### config.mk
export PLATFORM = sky130hd
export DESIGN_NAME = seq_alu
export DESIGN_NICKNAME = d
export VERILOG_FILES = /design/src/rtl/alu_pkg.sv /design/src/rtl/shift_add_mul.sv /design/src/rtl/seq_alu.sv
export SDC_FILE = /design/constraint.sdc
export NUM_CORES = 1
export LEC_CHECK = 0
export BUFFER_PORTS_ARGS = -buffer_cell sky130_fd_sc_hd__buf_2
export CAP_MARGIN = 10
export CORE_ASPECT_RATIO = 2
export CORE_MARGIN = 2
export CORE_UTILIZATION = 35
export DETAILED_ROUTE_END_ITERATION = 16
export GPL_TIMING_DRIVEN = 0
export HOLD_SLACK_MARGIN = 0.03
export PLACE_DENSITY_LB_ADDON = 0.3
export SLEW_MARGIN = 15
export SYNTH_ARGS = -nofsm -noshare
export SYNTH_HDL_FRONTEND = slang
export SYNTH_SLANG_ARGS = --single-unit
### constraint.sdc
create_clock -name clk -period 8.15 [get_ports clk]
set_input_delay 1.63 -clock clk [delete_from_list [all_inputs] [get_ports clk]]
set_output_delay 1.63 -clock clk [all_outputs]
set_load 0.1 [all_outputs]
### src/rtl/alu_pkg.sv
// Shared opcode and FSM state encodings for the sequential ALU and its bench.
package alu_pkg;

   typedef enum logic [2:0] {
      OP_NEG = 3'b000,
      OP_INC = 3'b001,
      OP_ADC = 3'b010,
      OP_AHS = 3'b011,
      OP_AND = 3'b100,
      OP_OR  = 3'b101,
      OP_CAT = 3'b110,
      OP_MUL = 3'b111
   } alu_op_e;

   typedef enum logic [1:0] {
      S_IDLE = 2'd0,
      S_EXEC = 2'd1,
      S_MUL  = 2'd2,
      S_DONE = 2'd3
   } state_e;

endpackage

### src/rtl/shift_add_mul.sv
// Unsigned shift-add multiplier: one partial product per step, multiplier consumed LSB-first.
module shift_add_mul #(
   parameter int WIDTH = 16
) (
   input  logic                 clk,
   input  logic                 rst,
   input  logic                 load,
   input  logic                 step,
   input  logic [WIDTH-1:0]     a,
   input  logic [WIDTH-1:0]     b,
   output logic [2*WIDTH-1:0]   prod,
   output logic                 last
);

   localparam int CNT_W = $clog2(WIDTH + 1);

   logic [2*WIDTH-1:0] mcand;
   logic [WIDTH-1:0]   mplier;
   logic [2*WIDTH-1:0] acc;
   logic [2*WIDTH-1:0] acc_nxt;
   logic [CNT_W-1:0]   cnt;

   always_ff @(posedge clk or posedge rst) begin
      if (rst) begin
         mcand  <= '0;
         mplier <= '0;
         acc    <= '0;
         cnt    <= '0;
      end else if (load) begin
         mcand  <= {{WIDTH{1'b0}}, a};
         mplier <= b;
         acc    <= '0;
         cnt    <= '0;
      end else if (step) begin
         acc    <= acc_nxt;
         mcand  <= mcand << 1;
         mplier <= mplier >> 1;
         cnt    <= cnt + 1'b1;
      end
   end

   assign acc_nxt = mplier[0] ? (acc + mcand) : acc;

   // prod is the post-step value so the caller can register it on the final step edge
   assign prod = acc_nxt;
   assign last = step && (cnt == CNT_W'(WIDTH - 1));

endmodule

### src/rtl/seq_alu.sv
// Registered ALU with start/busy/done handshake and a multi-cycle shift-add multiply.
//  state  | meaning
//  S_IDLE | waiting for start; operands captured on the accepting edge
//  S_EXEC | single-cycle op evaluated from captured operands, result registered
//  S_MUL  | one shift-add step per cycle, WIDTH steps, result registered on the last
//  S_DONE | done pulse, result valid; start ignored
module seq_alu
   import alu_pkg::*;
#(
   parameter int WIDTH = 16
) (
   input  logic             clk,
   input  logic             rst,
   input  logic             start,
   input  logic [2:0]       opc,
   input  logic [WIDTH-1:0] ina,
   input  logic [WIDTH-1:0] inb,
   input  logic             inc,
   output logic             busy,
   output logic             done,
   output logic [WIDTH-1:0] w,
   output logic             zer,
   output logic             neg,
   output logic             cout
);

   localparam int HALF = WIDTH / 2;

   state_e             state_q, state_d;
   alu_op_e            opc_q;
   logic [WIDTH-1:0]   a_q, b_q;
   logic               inc_q;
   logic               accept;
   logic               mul_load, mul_last;
   logic [2*WIDTH-1:0] mul_prod;
   logic [WIDTH-1:0]   b_half;
   logic [WIDTH:0]     sum;
   logic [WIDTH-1:0]   alu_w;
   logic               alu_c;
   logic [WIDTH-1:0]   w_q;
   logic               cout_q;

   assign accept   = (state_q == S_IDLE) && start;
   assign mul_load = accept && (alu_op_e'(opc) == OP_MUL);

   always_ff @(posedge clk or posedge rst) begin
      if (rst) state_q <= S_IDLE;
      else     state_q <= state_d;
   end

   always_comb begin
      state_d = state_q;
      case (state_q)
         S_IDLE:  if (start) state_d = (alu_op_e'(opc) == OP_MUL) ? S_MUL : S_EXEC;
         S_EXEC:  state_d = S_DONE;
         S_MUL:   if (mul_last) state_d = S_DONE;
         S_DONE:  state_d = S_IDLE;
         default: state_d = S_IDLE;
      endcase
   end

   always_comb begin
      busy = (state_q == S_EXEC) || (state_q == S_MUL);
      done = (state_q == S_DONE);
   end

   always_ff @(posedge clk or posedge rst) begin
      if (rst) begin
         opc_q <= OP_NEG;
         a_q   <= '0;
         b_q   <= '0;
         inc_q <= 1'b0;
      end else if (accept) begin
         opc_q <= alu_op_e'(opc);
         a_q   <= ina;
         b_q   <= inb;
         inc_q <= inc;
      end
   end

   shift_add_mul #(.WIDTH(WIDTH)) u_mul (
      .clk  (clk),
      .rst  (rst),
      .load (mul_load),
      .step (state_q == S_MUL),
      .a    (ina),
      .b    (inb),
      .prod (mul_prod),
      .last (mul_last)
   );

   // arithmetic shift floors toward -inf, so odd negative B rounds down
   assign b_half = WIDTH'($signed(b_q) >>> 1);

   always_comb begin
      alu_w = '0;
      alu_c = 1'b0;
      sum   = '0;
      case (opc_q)
         OP_NEG: alu_w = ~a_q + WIDTH'(1);
         OP_INC: begin
            sum   = {1'b0, a_q} + (WIDTH+1)'(1);
            alu_w = sum[WIDTH-1:0];
            alu_c = sum[WIDTH];
         end
         OP_ADC: begin
            sum   = {1'b0, a_q} + {1'b0, b_q} + (WIDTH+1)'(inc_q);
            alu_w = sum[WIDTH-1:0];
            alu_c = sum[WIDTH];
         end
         OP_AHS: begin
            sum   = {1'b0, a_q} + {1'b0, b_half};
            alu_w = sum[WIDTH-1:0];
            alu_c = sum[WIDTH];
         end
         OP_AND: alu_w = a_q & b_q;
         OP_OR:  alu_w = a_q | b_q;
         OP_CAT: alu_w = {a_q[HALF-1:0], b_q[HALF-1:0]};
         default: begin
            alu_w = '0;
            alu_c = 1'b0;
         end
      endcase
   end

   always_ff @(posedge clk or posedge rst) begin
      if (rst) begin
         w_q    <= '0;
         cout_q <= 1'b0;
      end else if (state_q == S_EXEC) begin
         w_q    <= alu_w;
         cout_q <= alu_c;
      end else if (mul_last) begin
         w_q    <= mul_prod[WIDTH-1:0];
         cout_q <= |mul_prod[2*WIDTH-1:WIDTH];
      end
   end

   assign w    = w_q;
   assign cout = cout_q;
   assign zer  = (w_q == '0);
   assign neg  = w_q[WIDTH-1];

endmodule

======== Word level (Yosys, flattened, before mapping) ========
Cells that the tools add are included.
word-level totals
  output and inout port bits .............. 21
  register bits ........................... 140
  word-level logic and storage cells ...... 64
cells by class
  multiplexer cells ....................... 19
  $add $sub $neg .......................... 7
  reductions and logical operators ........ 11
  bitwise logic cells ..................... 3
  equality and inequality tests ........... 13
operators with widths
  kind                   count
  $mux 32                5
  $pmux 16 s7            1
  $mux 16                4
  $add 16x16->17         2
  $add 32x32->32         1
  $add 16x1->17 const B  1
  $add 17x1->17          1
  $add 16x1->16 const B  1
  $and 16x16->16         1
  $logic_not 16->1       1
  $not 16->16            1
  $or 16x16->16          1
  $reduce_or 16->1       1
  $eq 3x3->1 const B     4
  $mux 5                 2
  $pmux 2 s4             1
  $eq 3x2->1 const B     2
  $mux 2                 3
  $add 5x1->5 const B    1
  $eq 5x4->1 const B     1
  $eq 2x2->1 const B     2
  $ne 2x2->1 const B     2
  $reduce_bool 2->1      2
  $eq 3x1->1 const B     1
  8 further kinds        11

======== Depth between registers and ports, before layout ========
  word-level depth ........................ 5
  mapped depth ............................ 13
  depth with buffers taken out ............ 13

======== Hierarchy ========
A second synthesis with hierarchy kept.
second synthesis, totals
  cell total of the unflattened synthesis .. 1345
  area, all modules ....................... 11737.5 um2
by module, submodules not included
  module         times used  sequential area each (um2)  cells an instance  area each (um2)
  seq_alu        1           1376.3                      689                5881.9
  shift_add_mul  1           2127.0                      656                5855.6

======== Worst setup path before layout ========
OpenSTA, ideal clock, no wires.
  path kind ............................... register to output
  start ................................... register w_q[4], in the netlist w[4]
  end ..................................... output zer
  setup slack ............................. 4593 ps
  cell stages (with the launch flop) ...... 3
  arrival time ............................ 1927 ps
  path buffers ............................ 0
  path through ............................ dfrtp_1 nor4_1 and4_1
on the way
  word-level cells in the longest chain between the ends .. 1
ends and longest elaborated chain
  what                    RTL line        source
  from (decl)             seq_alu.sv:40   logic [WIDTH-1:0] w_q;
  from (signal assigned)  seq_alu.sv:131  w_q <= alu_w;
  from (signal assigned)  seq_alu.sv:134  w_q <= mul_prod[WIDTH-1:0];
  $logic_not 16->1        seq_alu.sv:141  assign zer = (w_q == '0);
  to (decl)               seq_alu.sv:22   output logic zer,
No other way between the ends.

======== Final worst setup path ========
  start ................................... register a_q[0]
  end ..................................... register cout_q, in the netlist cout
on the way
  word-level cells in the longest chain between the ends .. 4
  elaborated cells between the ends (all ways) .. 6
ends and longest elaborated chain
  what                    RTL line        source
  from (decl)             seq_alu.sv:31   logic [WIDTH-1:0] a_q, b_q;
  from (signal assigned)  seq_alu.sv:75   a_q <= ina;
  $add 16x16->17          seq_alu.sv:107  sum = {1'b0, a_q} + {1'b0, b_q} + (WIDTH+1)'(inc_q);
  $add 17x1->17           seq_alu.sv:107
  $pmux 1 s3 (*)          seq_alu.sv:99   case (opc_q)
  $mux 1 (*)              seq_alu.sv:130  end else if (state_q == S_EXEC) begin
  to (signal assigned)    seq_alu.sv:132  cout_q <= alu_c;
  to (signal assigned)    seq_alu.sv:135  cout_q <= |mul_prod[2*WIDTH-1:WIDTH];
  to (decl)               seq_alu.sv:41   logic cout_q;
Mark *: on every way between the ends. The rest lies on a longest branch, timed or not.
A chain may end at the register's enable or synchronous reset.

==> metrics.cfg <==
[yosys]
yosysSeqAreaShare_pct = 32.3
synth_edf_count = 0
post_synth_num_cell_types = 78
syn-mean-instance-area_um2 = 8.99
synth_seq_cells = 140
synth_fp_nets = 1336
syn-cell-area_um2 = 10900
synthCells = 1207
ys_dominant_reg_cell = dfrtp_1
synthesis.yosys.warnings = 0
async_reset_ff_share_pct = 100

[detailed_routing]
detail_route.first_pass.iterations = 7
wl_per_cell_um = 24.5
routed_wl_mm = 41.0
drc = 0
drt.antenna.violating_nets = 0
drt-vias-per-instance = 5.88
first_iter_violations = 559
routed-via-count = 9823

[critical_path]
critPathBufInv = 0
timing.critical_path.arrival_ps = 4960
cp.required_ps = 8460
timing.critical_path.slowest_cell_delay_ps = 600
critPathMaxFanout = 10
crit_family = compound AO/OA/AOI/OAI gates
critPathKind = register to register
critical-path-slowest-cell = o41ai_2
worstPathCellList = ha_1 > fa_1 > a21oi_1 > a2bb2oi_1 > a221oi_1 > o41ai_2 > nand2b_1 > o31ai_1 > a31oi_1 > nor4b_1 > and4_1 > a41oi_2
endpoint_kind = register
setup.worst_path.start_class = register

[die]
starting_density_of_the_core_pct = 35.3
std_cell_rows = 91
core_area_um2 = 30700
die_h_um = 253
dieArea_um2 = 32500
ios = 60
die_width_um = 129

[timing]
timing_hold_violations_final = 0
max_freq_mhz = 215
layout_min_cycle_time_ps = 4650
final.period_utilization_pct = 57.0
final-setup-viol-count = 0
fin_setup_tns_ps = 0
slew_headroom_pct = 41.8
worstMarginPinSlew_ps = 872
worst_hold_slack_ps = 530
grt_setup_unrepaired = no
skew_ps = 9.90
slew_viol_final = 0

[clock_network]
cts_made_buffers = 17
cts.sinks = 140
cts-hold-fix-buffers = 0
worst_setup_hold_path_clk_slew_ps = 60
clockRootBuffer = clkbuf_16
clk-insertion-delay-late_ps = 450
clock_tree.htree_level_count = 4
resized_cells_post_cts = 0
clock_tree_buffer_depth = 2
cts_tree = yes
post-cts-setup-buffers = 0

[final_layout]
finish.instance_area_um2 = 12200
post_route_cells_drive_above_1_share_pct = 13.0
multiInputGateArea_um2 = 6870
antennaDiodeCount = 0
area_delta_synth_final_pct = 12.7
final-seq-area_um2 = 3500
stdcell_count = 1671
final_net_count = 1415
fillerInstances = 3149

[global_route]
grt_max_degree = 97
first_global_vias = 10200
groute.usage.overall_pct = 25.6
globalRoute.totalOverflow = 0
grt_antenna_before_repair = 0
grt_first_pass_wirelength_mm = 60.7

[placement]
post-place-cells = 1639
final_gp_congestion = 1.02
placed_cell_area_um2 = 11600
buffer_ports.inserted = 59
final_hpwl_dp_mm = 33.0

[status]
status = finished clean

[worst_hold_path]
worstHoldPathType = register to register

[job]
maxCapViolCount = 0

-- flip-flops by register name, summed over array words and instances, names as in the netlist --
register and count:
inc_q 1, u_mul.cnt 5, opc_q 3, a_q 16, w 16, u_mul.acc 32, b_q 16, state_q 2
cout 1, u_mul.mplier 16, u_mul.mcand 32
-- cell families after synthesis --
logic type                 count (synthesis)  share of synthesized area (%)
xor gates and xnor gates                  67                           5.41
DFF                                      140                           32.3
adders and majority gates                 90                           10.7
and+or+nand+nor                          314                           13.8
muxes                                    120                           11.7
buffers and inverters                    122                           4.43
AOI/OAI and AO/OA                        354                           21.8
-- cell usage in the layout, fill, tap and decap left out, types with 50 or more instances in the layout --
cell type  instances
a21oi_1           91
buf_2             68
dfrtp_1          140
ha_1              86
inv_1             56
mux2i_1           77
nand2_1          105
nor2_1           100
o21ai_0           67
xnor2_1           50
-- synth_stat cells (all sizes together), types with 6 or more instances --
cell    count  area share, %
buf        23            1.0
mux2       42            4.4
o211ai      8           0.60
inv        57            2.0
o21ai      81            3.8
nand3      21           0.97
clkbuf     41            1.4
xor2       17            1.4
nand4       7           0.40
a22oi      10           0.69
a211oi     28            2.2
nor2b      10           0.58
a21oi      92            4.3
o221ai     11           0.89
nor3       15           0.74
dfrtp     140             32
nor4        9           0.85
nand2     105            3.6
a31oi      22            1.4
o21bai      7           0.48
and3       11           0.63
o21a       19            1.3
nor2      100            3.5
xnor2      50            4.0
nand2b      9           0.52
ha         86            9.9
o22ai      18            1.0
and4        6           0.48
mux2i      77            7.1
a21o       17            1.2
-- layer usage --
metal  vias to the layer above  global-route usage (%)  wire, µm
met5                         -                       0         0
met3                       165                    3.51      1250
met1                      4804                    22.2     12800
li1                       4553                       -         -
met2                       301                    48.2     22300
met4                         0                    25.0      4580
-- final cells by class --
| cell class | instances | share of cell area [%] |
|---|---|---|
| Sequential cell | 140 | 28.6 |
| Clock buffer | 21 | 3.68 |
| Buffer | 64 | 2.15 |
| Clock inverter | 11 | 1.09 |
| Multi-Input combinational cell | 945 | 56.1 |
| Timing Repair Buffer | 60 | 2.64 |
| Inverter | 58 | 1.84 |
| Tap cell | 372 | 3.81 |
-- stage by stage --
step / utilization, % / worst slack, ps
2_1_floorplan: - / 2770
3_3_place_gp: 37.8 / 767
3_5_place_dp: 37.9 / 3540
4_1_cts: 39.8 / 3520
5_1_grt: 39.8 / 3400
6_report: 39.8 / 3500
-- worst paths after layout --
path	start	to	slack, ps	cells past startpoint
setup / recovery	a_q[0]	cout	3500	12
hold / removal	w[8]	w[8]	530	1
setup reg to reg	a_q[0]	cout	3500	12
hold reg to reg	w[8]	w[8]	530	1
max in group asynchronous	rst	u_mul.acc[28]	6120	3
min in group asynchronous	rst	u_mul.mcand[31]	1170	2
Power is not shown: default switching activity piles up to over one toggle a cycle in this logic, so the estimate is an artifact.
